### config.mk
export PLATFORM = sky130hd
export DESIGN_NAME = or_reduce_stream
export DESIGN_NICKNAME = d
export VERILOG_FILES = /design/src/rtl/or_reduce_stream.sv
export SDC_FILE = /design/constraint.sdc
export NUM_CORES = 1
export LEC_CHECK = 0
export CORE_MARGIN = 3
export CORE_UTILIZATION = 54
export CTS_BUF_LIST = sky130_fd_sc_hd__clkbuf_4
export DETAILED_ROUTE_END_ITERATION = 8
export PLACE_DENSITY = 0.81
export SKIP_CTS_REPAIR_TIMING = 1
export SLEW_MARGIN = 20
export SYNTH_ARGS = -nofsm -noshare
export SYNTH_HDL_FRONTEND = slang
export SYNTH_SLANG_ARGS = --single-unit
### constraint.sdc
create_clock -name clk -period 17.2 [get_ports clk]
set_clock_uncertainty 0.15 [all_clocks]
set_input_delay 2.58 -clock clk [delete_from_list [all_inputs] [get_ports clk]]
set_output_delay 2.58 -clock clk [all_outputs]
set_load 0.02 [all_outputs]
### src/rtl/or_reduce_stream.sv
// rtl/or_reduce_stream.sv - pipelined multi-beat OR/AND/XOR frame reducer with valid/ready output
module or_reduce_stream #(
    parameter int BIT          = 29,
    parameter int NUMBER_INPUT = 16,
    parameter int GROUP        = 4,
    parameter int CNT_W        = 8
) (
    input  logic                        clk,
    input  logic                        rst,
    input  logic                        in_valid,
    output logic                        in_ready,
    input  logic                        in_last,
    input  logic [1:0]                  op,
    input  logic [NUMBER_INPUT*BIT-1:0] IN,
    output logic                        out_valid,
    input  logic                        out_ready,
    output logic [BIT-1:0]              out,
    output logic [CNT_W-1:0]            out_beats
);

    localparam int NG = (NUMBER_INPUT + GROUP - 1) / GROUP;
    localparam logic [1:0] OP_OR  = 2'b00;
    localparam logic [1:0] OP_AND = 2'b01;
    localparam logic [1:0] OP_XOR = 2'b10;

    function automatic logic [BIT-1:0] ident(input logic [1:0] o);
        return (o == OP_AND) ? {BIT{1'b1}} : {BIT{1'b0}};
    endfunction

    function automatic logic [BIT-1:0] red2(input logic [BIT-1:0] a, input logic [BIT-1:0] b,
                                            input logic [1:0] o);
        case (o)
            OP_AND:  return a & b;
            OP_XOR:  return a ^ b;
            default: return a | b;
        endcase
    endfunction

    logic             adv;
    logic             accept;
    logic [1:0]       op_n;
    logic [1:0]       beat_op;
    logic             in_first;
    logic [1:0]       frame_op;
    logic [BIT-1:0]   pad_val;
    logic [BIT-1:0]   words [NG*GROUP];
    logic [BIT-1:0]   part [NG];

    logic             s1_valid;
    logic             s1_last;
    logic [1:0]       s1_op;
    logic [BIT-1:0]   s1_part [NG];

    logic             s2_first;
    logic [BIT-1:0]   acc;
    logic [CNT_W-1:0] cnt;
    logic [BIT-1:0]   beat_red;
    logic [BIT-1:0]   new_acc;
    logic [CNT_W-1:0] new_cnt;

    assign adv      = !out_valid || out_ready;
    assign in_ready = adv;
    assign accept   = in_valid && adv;
    assign op_n     = (op == 2'b11) ? OP_OR : op;
    // The first beat of a frame supplies the op; later beats reuse the captured one.
    assign beat_op  = in_first ? op_n : frame_op;
    assign pad_val  = ident(beat_op);

    // Word slots beyond NUMBER_INPUT are filled with the op identity so a short group is harmless.
    for (genvar i = 0; i < NG*GROUP; i++) begin : g_pad
        if (i < NUMBER_INPUT) begin : g_word
            assign words[i] = IN[BIT*i +: BIT];
        end else begin : g_fill
            assign words[i] = pad_val;
        end
    end

    // Stage-1 group partials for the beat on the input.
    always_comb begin
        for (int g = 0; g < NG; g++) begin
            part[g] = ident(beat_op);
            for (int k = 0; k < GROUP; k++) begin
                part[g] = red2(part[g], words[g*GROUP + k], beat_op);
            end
        end
    end

    // Stage-1 register: captures partials and frame op tracking, holds while stalled.
    always_ff @(posedge clk or posedge rst) begin
        if (rst) begin
            s1_valid <= 1'b0;
            s1_last  <= 1'b0;
            s1_op    <= OP_OR;
            in_first <= 1'b1;
            frame_op <= OP_OR;
            for (int g = 0; g < NG; g++) begin
                s1_part[g] <= '0;
            end
        end else if (adv) begin
            s1_valid <= in_valid;
            if (accept) begin
                s1_last  <= in_last;
                s1_op    <= beat_op;
                s1_part  <= part;
                in_first <= in_last;
                if (in_first) begin
                    frame_op <= op_n;
                end
            end
        end
    end

    // Stage-2 combine: fold the group partials, then fold into the frame accumulator.
    always_comb begin
        beat_red = ident(s1_op);
        for (int g = 0; g < NG; g++) begin
            beat_red = red2(beat_red, s1_part[g], s1_op);
        end
        new_acc = red2(s2_first ? ident(s1_op) : acc, beat_red, s1_op);
        new_cnt = (cnt == {CNT_W{1'b1}}) ? cnt : cnt + CNT_W'(1);
    end

    // Stage-2 register: accumulate across beats and publish the frame result on its last beat.
    always_ff @(posedge clk or posedge rst) begin
        if (rst) begin
            acc       <= '0;
            cnt       <= '0;
            s2_first  <= 1'b1;
            out       <= '0;
            out_beats <= '0;
            out_valid <= 1'b0;
        end else begin
            if (adv && s1_valid) begin
                if (s1_last) begin
                    out       <= new_acc;
                    out_beats <= new_cnt;
                    acc       <= '0;
                    cnt       <= '0;
                    s2_first  <= 1'b1;
                end else begin
                    acc       <= new_acc;
                    cnt       <= new_cnt;
                    s2_first  <= 1'b0;
                end
            end
            if (adv && s1_valid && s1_last) begin
                out_valid <= 1'b1;
            end else if (out_ready) begin
                out_valid <= 1'b0;
            end
        end
    end

endmodule

Word-level counts from Yosys, hierarchy flattened
Index checks and enable logic that the tools add are counted.
W data, S select, Z words.
- logic and storage cells: 124
- bits in registers: 197
- output and inout bits: 39
- input port bits: 471
- $add $sub $neg: 1
- muxes and demuxes: 32
- bitwise operators: 63
- equality and inequality tests: 6
- reductions and logical operators: 8
- operators with widths (operator ; count):
    $pmux W29 S2 ; 21
    $and A29 B29 Y29 ; 21
    $or A29 B29 Y29 ; 21
    $xor A29 B29 Y29 ; 21
    $mux W29 ; 4
    $mux W8 ; 2
    $add A8 B1 Y8 const B ; 1
    $eq A8 B8 Y1 const B ; 1
    $eq A2 B2 Y1 const B ; 3
    $eq A2 B1 Y1 const B ; 2
    $mux W2 ; 2
    $reduce_and A2 Y1 ; 2
    $logic_and A1 B1 Y1 ; 3
    $mux W1 ; 3
    $reduce_bool A2 Y1 ; 1
    $logic_not A1 Y1 ; 1
    $logic_or A1 B1 Y1 ; 1

Depth between registers and ports, before layout
- depth after elaboration: 13
- mapped depth: 23
- depth with buffers taken out: 22

Least setup slack after synthesis
No wires, ideal clock.
- path kind: input to register
- start point: input op[1]
- end point: register s1_part[24] (netlist bit)
- path slack: 11555 ps
- stages: 18
- buffers on the path: 3
- required time: 16932 ps
- library setup time: 118 ps
- arrival time: 5377 ps
- cells stage by stage: nor3b_1 a21oi_1 inv_1 ha_1 buf_2 buf_2 clkbuf_1 a221oi_1 a21oi_1 inv_1 ha_1 a221oi_1 a21oi_1 inv_1 ha_1 a221oi_1 a211oi_1 a21o_1
- longest elaborated chain between the ends: 13
- ends and longest elaborated chain (element ; RTL line ; RTL):
    start, declared ; 13 ; input logic [1:0] op,
    $eq A2 B2 Y1 ; 64 ; assign op_n = (op == 2'b11) ? OP_OR : op;
    $mux W2 * ; 64 ;
    $mux W2 * ; - ;
    via beat_op[1] ; 42 ; logic [1:0] beat_op;
    $eq A2 B1 Y1 ; 27, 32 ;
    $mux W29 ; 27 ; return (o == OP_AND) ? {BIT{1'b1}} : {BIT{1'b0}};
    $or A29 B29 Y29 (tied with other cells) ; 35 ; default: return a | b;
    $pmux W29 S2 ; 32 ; case (o)
    $or A29 B29 Y29 (tied with other cells) ; 35 ;
    $pmux W29 S2 ; 32 ;
    $or A29 B29 Y29 (tied with other cells) ; 35 ;
    $pmux W29 S2 ; 32 ;
    $or A29 B29 Y29 (tied with other cells) ; 35 ;
    $pmux W29 S2 * ; 32 ;
    end signal, assigned ; 104 ; s1_part <= part;
    end, declared ; 52 ; logic [BIT-1:0] s1_part [NG];
The timed path passes the listed nets; every way through them passes the cells marked *.
A chain may end at the register's enable or synchronous reset.

Worst setup path after layout
- start point: input op[1]
- end point: register s1_part[32] (netlist bit)
- longest elaborated chain between the ends: 13
- ends and longest elaborated chain (element ; RTL line):
    $eq A2 B2 Y1 ; 64
    $mux W2 * ; 64
    $mux W2 * ; -
    $eq A2 B1 Y1 ; 27, 32
    $mux W29 ; 27
    $or A29 B29 Y29 (tied with other cells) ; 35
    $pmux W29 S2 ; 32
    $or A29 B29 Y29 (tied with other cells) ; 35
    $pmux W29 S2 ; 32
    $or A29 B29 Y29 (tied with other cells) ; 35
    $pmux W29 S2 ; 32
    $or A29 B29 Y29 (tied with other cells) ; 35
    $pmux W29 S2 * ; 32
Mark *: on every way between the ends. The rest lies on a longest branch, timed or not.

==> impl_metrics.py <==
metrics = {
    "final_layout": {
        "final_common_cell": "inv_1",
        "fill_cells": 4864,
        "synthToLayoutAreaGrowth_pct": 17.0,
        "drive_gt1_frac": 0.0262,
        "layout.cells.non_filler": 4739,
        "fin_nets": 5394,
        "fin_util": 0.643,
        "final_cell_mix": "inv_1, ha_1, clkdlybuf4s50_1, a221oi_1, a21oi_1",
    },
    "clocking": {
        "root_buffer": "clkbuf_4",
        "cts_tree": "built",
        "clk_pin_slew_ps": 180,
        "htreeDepth": 4,
        "clock_latency_ps": 740,
        "cts_buffer_depth": 2,
        "clock_sinks": 197,
        "numCtsBuffers": 17,
    },
    "grt": {
        "grt_pass1_vias": 25600,
        "grt_util_met1": 0.325,
        "busiest_layer": "met2",
        "overflow": 0,
        "met3_usage": 0.0382,
        "grtUsageMet2": 0.469,
        "grt_pass1_wl_um": 131000,
        "antenna_found_initial": 11,
        "grt_usage": 0.263,
        "grt_max_degree": 203,
    },
    "status": {
        "status": "complete, no violations",
    },
    "worst_setup_path": {
        "endpoint": "s1_part[32]",
        "r2r-end": "out[19]",
        "worstRegToRegCells": 21,
        "crit_type": "primary input to register",
        "startpoint_type": "primary input",
        "cp.depth": 17,
        "worstSetupStartpoint": "op[1]",
        "crit_path_max_fanout": 83,
        "crit_family": "buffers and inverters",
        "crit_path_end_kind": "register",
        "reg2reg_slack_ps": 10820,
        "crit_arrival_ps": 7810,
        "path_cells": "clkdlybuf4s50_1 > nor3b_1 > a21oi_1 > ha_4 > buf_4 > buf_4 > a221oi_1 > a21oi_1 > inv_1 > ha_1 > a221oi_1 > a21oi_1 > inv_1 > ha_1 > a221oi_1 > a211oi_1 > a21o_1",
        "slowest_stage": "buf_4",
        "cp_slowest_stage_delay_ps": 800,
        "r2r-start": "s1_op[0]",
        "required_ps": 17680,
        "cp_num_buf_inv": 5,
    },
    "detailed_routing": {
        "wl_um": 81200,
        "ant_nets": 0,
        "drtIter0Drc": 1635,
        "vias_per_cell": 5.67,
        "first_pass_iters": 5,
        "vias": 26900,
        "post_drt_wl_per_cell_um": 17.1,
        "drcViolationCount": 0,
    },
    "pwr": {
        "power.share.switching": 0.528,
        "pwr-share-comb": 0.734,
        "leakagePower_uw": 0.0207,
        "seq_power_share": 0.201,
        "power.density_mw_per_mm2": 119,
        "p_int_uw": 2050,
        "p_clk_frac": 0.066,
        "power.switching_uw": 2290,
        "ir_worst_vdd_mv": 0.0870,
    },
    "timing": {
        "maxSlewViolCount": 0,
        "fin_setup_tns_ps": 0,
        "grt_setup_unrepaired": "false",
        "period_minus_slack_ps": 7330,
        "finalSetupViolCount": 0,
        "period_share": 0.426,
        "holdWs_ps": 353,
        "tightest_slew_ps": 960,
        "slew_headroom": 0.360,
        "maxClockFrequency_mhz": 136,
        "finalHoldViolCount": 0,
    },
    "synth": {
        "synth_compound_area_frac": 0.274,
        "yosys-mux-area-fraction": 0.0120,
        "synth_top_cells_by_area": "ha_1, dfrtp_1, a221oi_1, inv_1, a21oi_1",
        "avgSynthCellArea_um2": 8.50,
        "synth_xor_area_frac": 0.000561,
        "synth_top_family_by_area": "adder cells",
        "syn_nets": 5106,
        "seq_area_frac_synth": 0.158,
        "yosys_warnings": 0,
        "syn_area_mm2": 0.0312,
        "ys_types": 41,
        "yosys.area.top_type": "ha_1",
        "synth_top_area_frac": 0.386,
        "ys_ff_latch": 197,
        "synthCells": 3672,
        "synth_fa_ha_area_frac": 0.386,
        "yosys.area_share.simple": 0.00809,
    },
    "min_path": {
        "min_path_type": "register to register",
        "whs_path_depth": 2,
        "min-delay-start": "out_beats[4]",
    },
    "floorplanning": {
        "start_util": 0.550,
        "row_count": 87,
        "io_pins": 510,
        "die_width_um": 246,
        "die_h_um": 246,
        "die-area_mm2": 0.0607,
        "core_mm2": 0.0568,
    },
    "placement": {
        "dp_hpwl_um": 61300,
        "dp.cells": 4697,
        "gp_congestion": 0.844,
        "port_buffers": 509,
    },
    "job": {
        "drv_cap": 0,
    },
}
power by group through the flow:
stage / Sequential (uW) / Combinational, uW / Clock (uW)
after CTS: 875 / 3190 / 294
after detailed placement: 886 / 3170 / 0
after global placement: 880 / 3010 / 0
final: 870 / 3180 / 285
after global routing: 896 / 3680 / 313
after floorplan: 835 / 2330 / 0
synth_stat cells, drive strengths merged:
cell / count
a211oi: 117
nor3: 2
xnor2: 2
nor4b: 1
a31o: 1
a221oi: 493
ha: 963
o211ai: 1
o21a: 1
dfrtp: 195
nor3b: 1
a32o: 2
a21o: 117
a22o: 30
and3: 4
dfstp: 2
nand3: 6
nor2: 9
o31ai: 3
inv: 967
and4b: 1
a31oi: 1
nand2b: 1
buf: 207
o21ai: 15
a21oi: 415
mux2: 29
mux2i: 1
and2: 1
nand2: 23
and4: 1
clkbuf: 60
how the worst min path moves through the flow:
stage	slack [ps]	to
global route	380	out_beats[4]
finish	350	out_beats[4]
global placement	310	out_beats[2]
CTS	360	out_beats[7]
floorplan	300	in_first
detailed placement	320	out_beats[7]
per-stage QoR:
stage | setup slack [ps] | cell area [um^2] | total power (uW)
2_1_floorplan | 9100 | 31200 | 3170
3_3_place_gp | 9300 | 36200 | 3890
3_5_place_dp | 9240 | 36200 | 4050
4_1_cts | 10020 | 36500 | 4360
5_1_grt | 9470 | 36500 | 4890
6_report | 9870 | 36500 | 4340
cell families (layout without fill, tap and decap cells):
| family | Yosys count | in the layout |
|---|---|---|
| and+or+nand+nor | 50 | 50 |
| DFF | 197 | 197 |
| AOI/OAI and AO/OA | 1196 | 1196 |
| buffers and inverters | 1234 | 1535 |
| xor gates and xnor gates | 2 | 2 |
| other | 0 | 10 |
| adders and majority gates | 963 | 963 |
| muxes | 30 | 30 |
sequential cells by signal (all words and copies together) (netlist names), 2 cells and up:
register	count
s1_op	2
acc	29
out_beats	8
s1_part	116
out	29
cnt	8
layout make-up:
cell class | count | area [um^2] | area share
Tap cell | 756 | 946 | 0.0259
Inverter | 967 | 3640 | 0.0996
Sequential cell | 197 | 4930 | 0.135
Timing Repair Buffer | 536 | 5340 | 0.146
Clock buffer | 18 | 135 | 0.00370
Antenna cell | 10 | 25.0 | 0.000685
Clock inverter | 14 | 180 | 0.00493
Multi-Input combinational cell | 2241 | 21300 | 0.584
worst min-delay path: stages (launching register included):
cell	delay (ps)
dfrtp_1	380
nand2_1	50
o21ai_0	60
metal layers:
metal  part of all wire  routed length (um)
met4              0.026                2120
met5            0.00028                  23
met2               0.51               41300
met3              0.042                3390
met1               0.42               34400
Note: power is estimated with default switching activity, not from simulation.
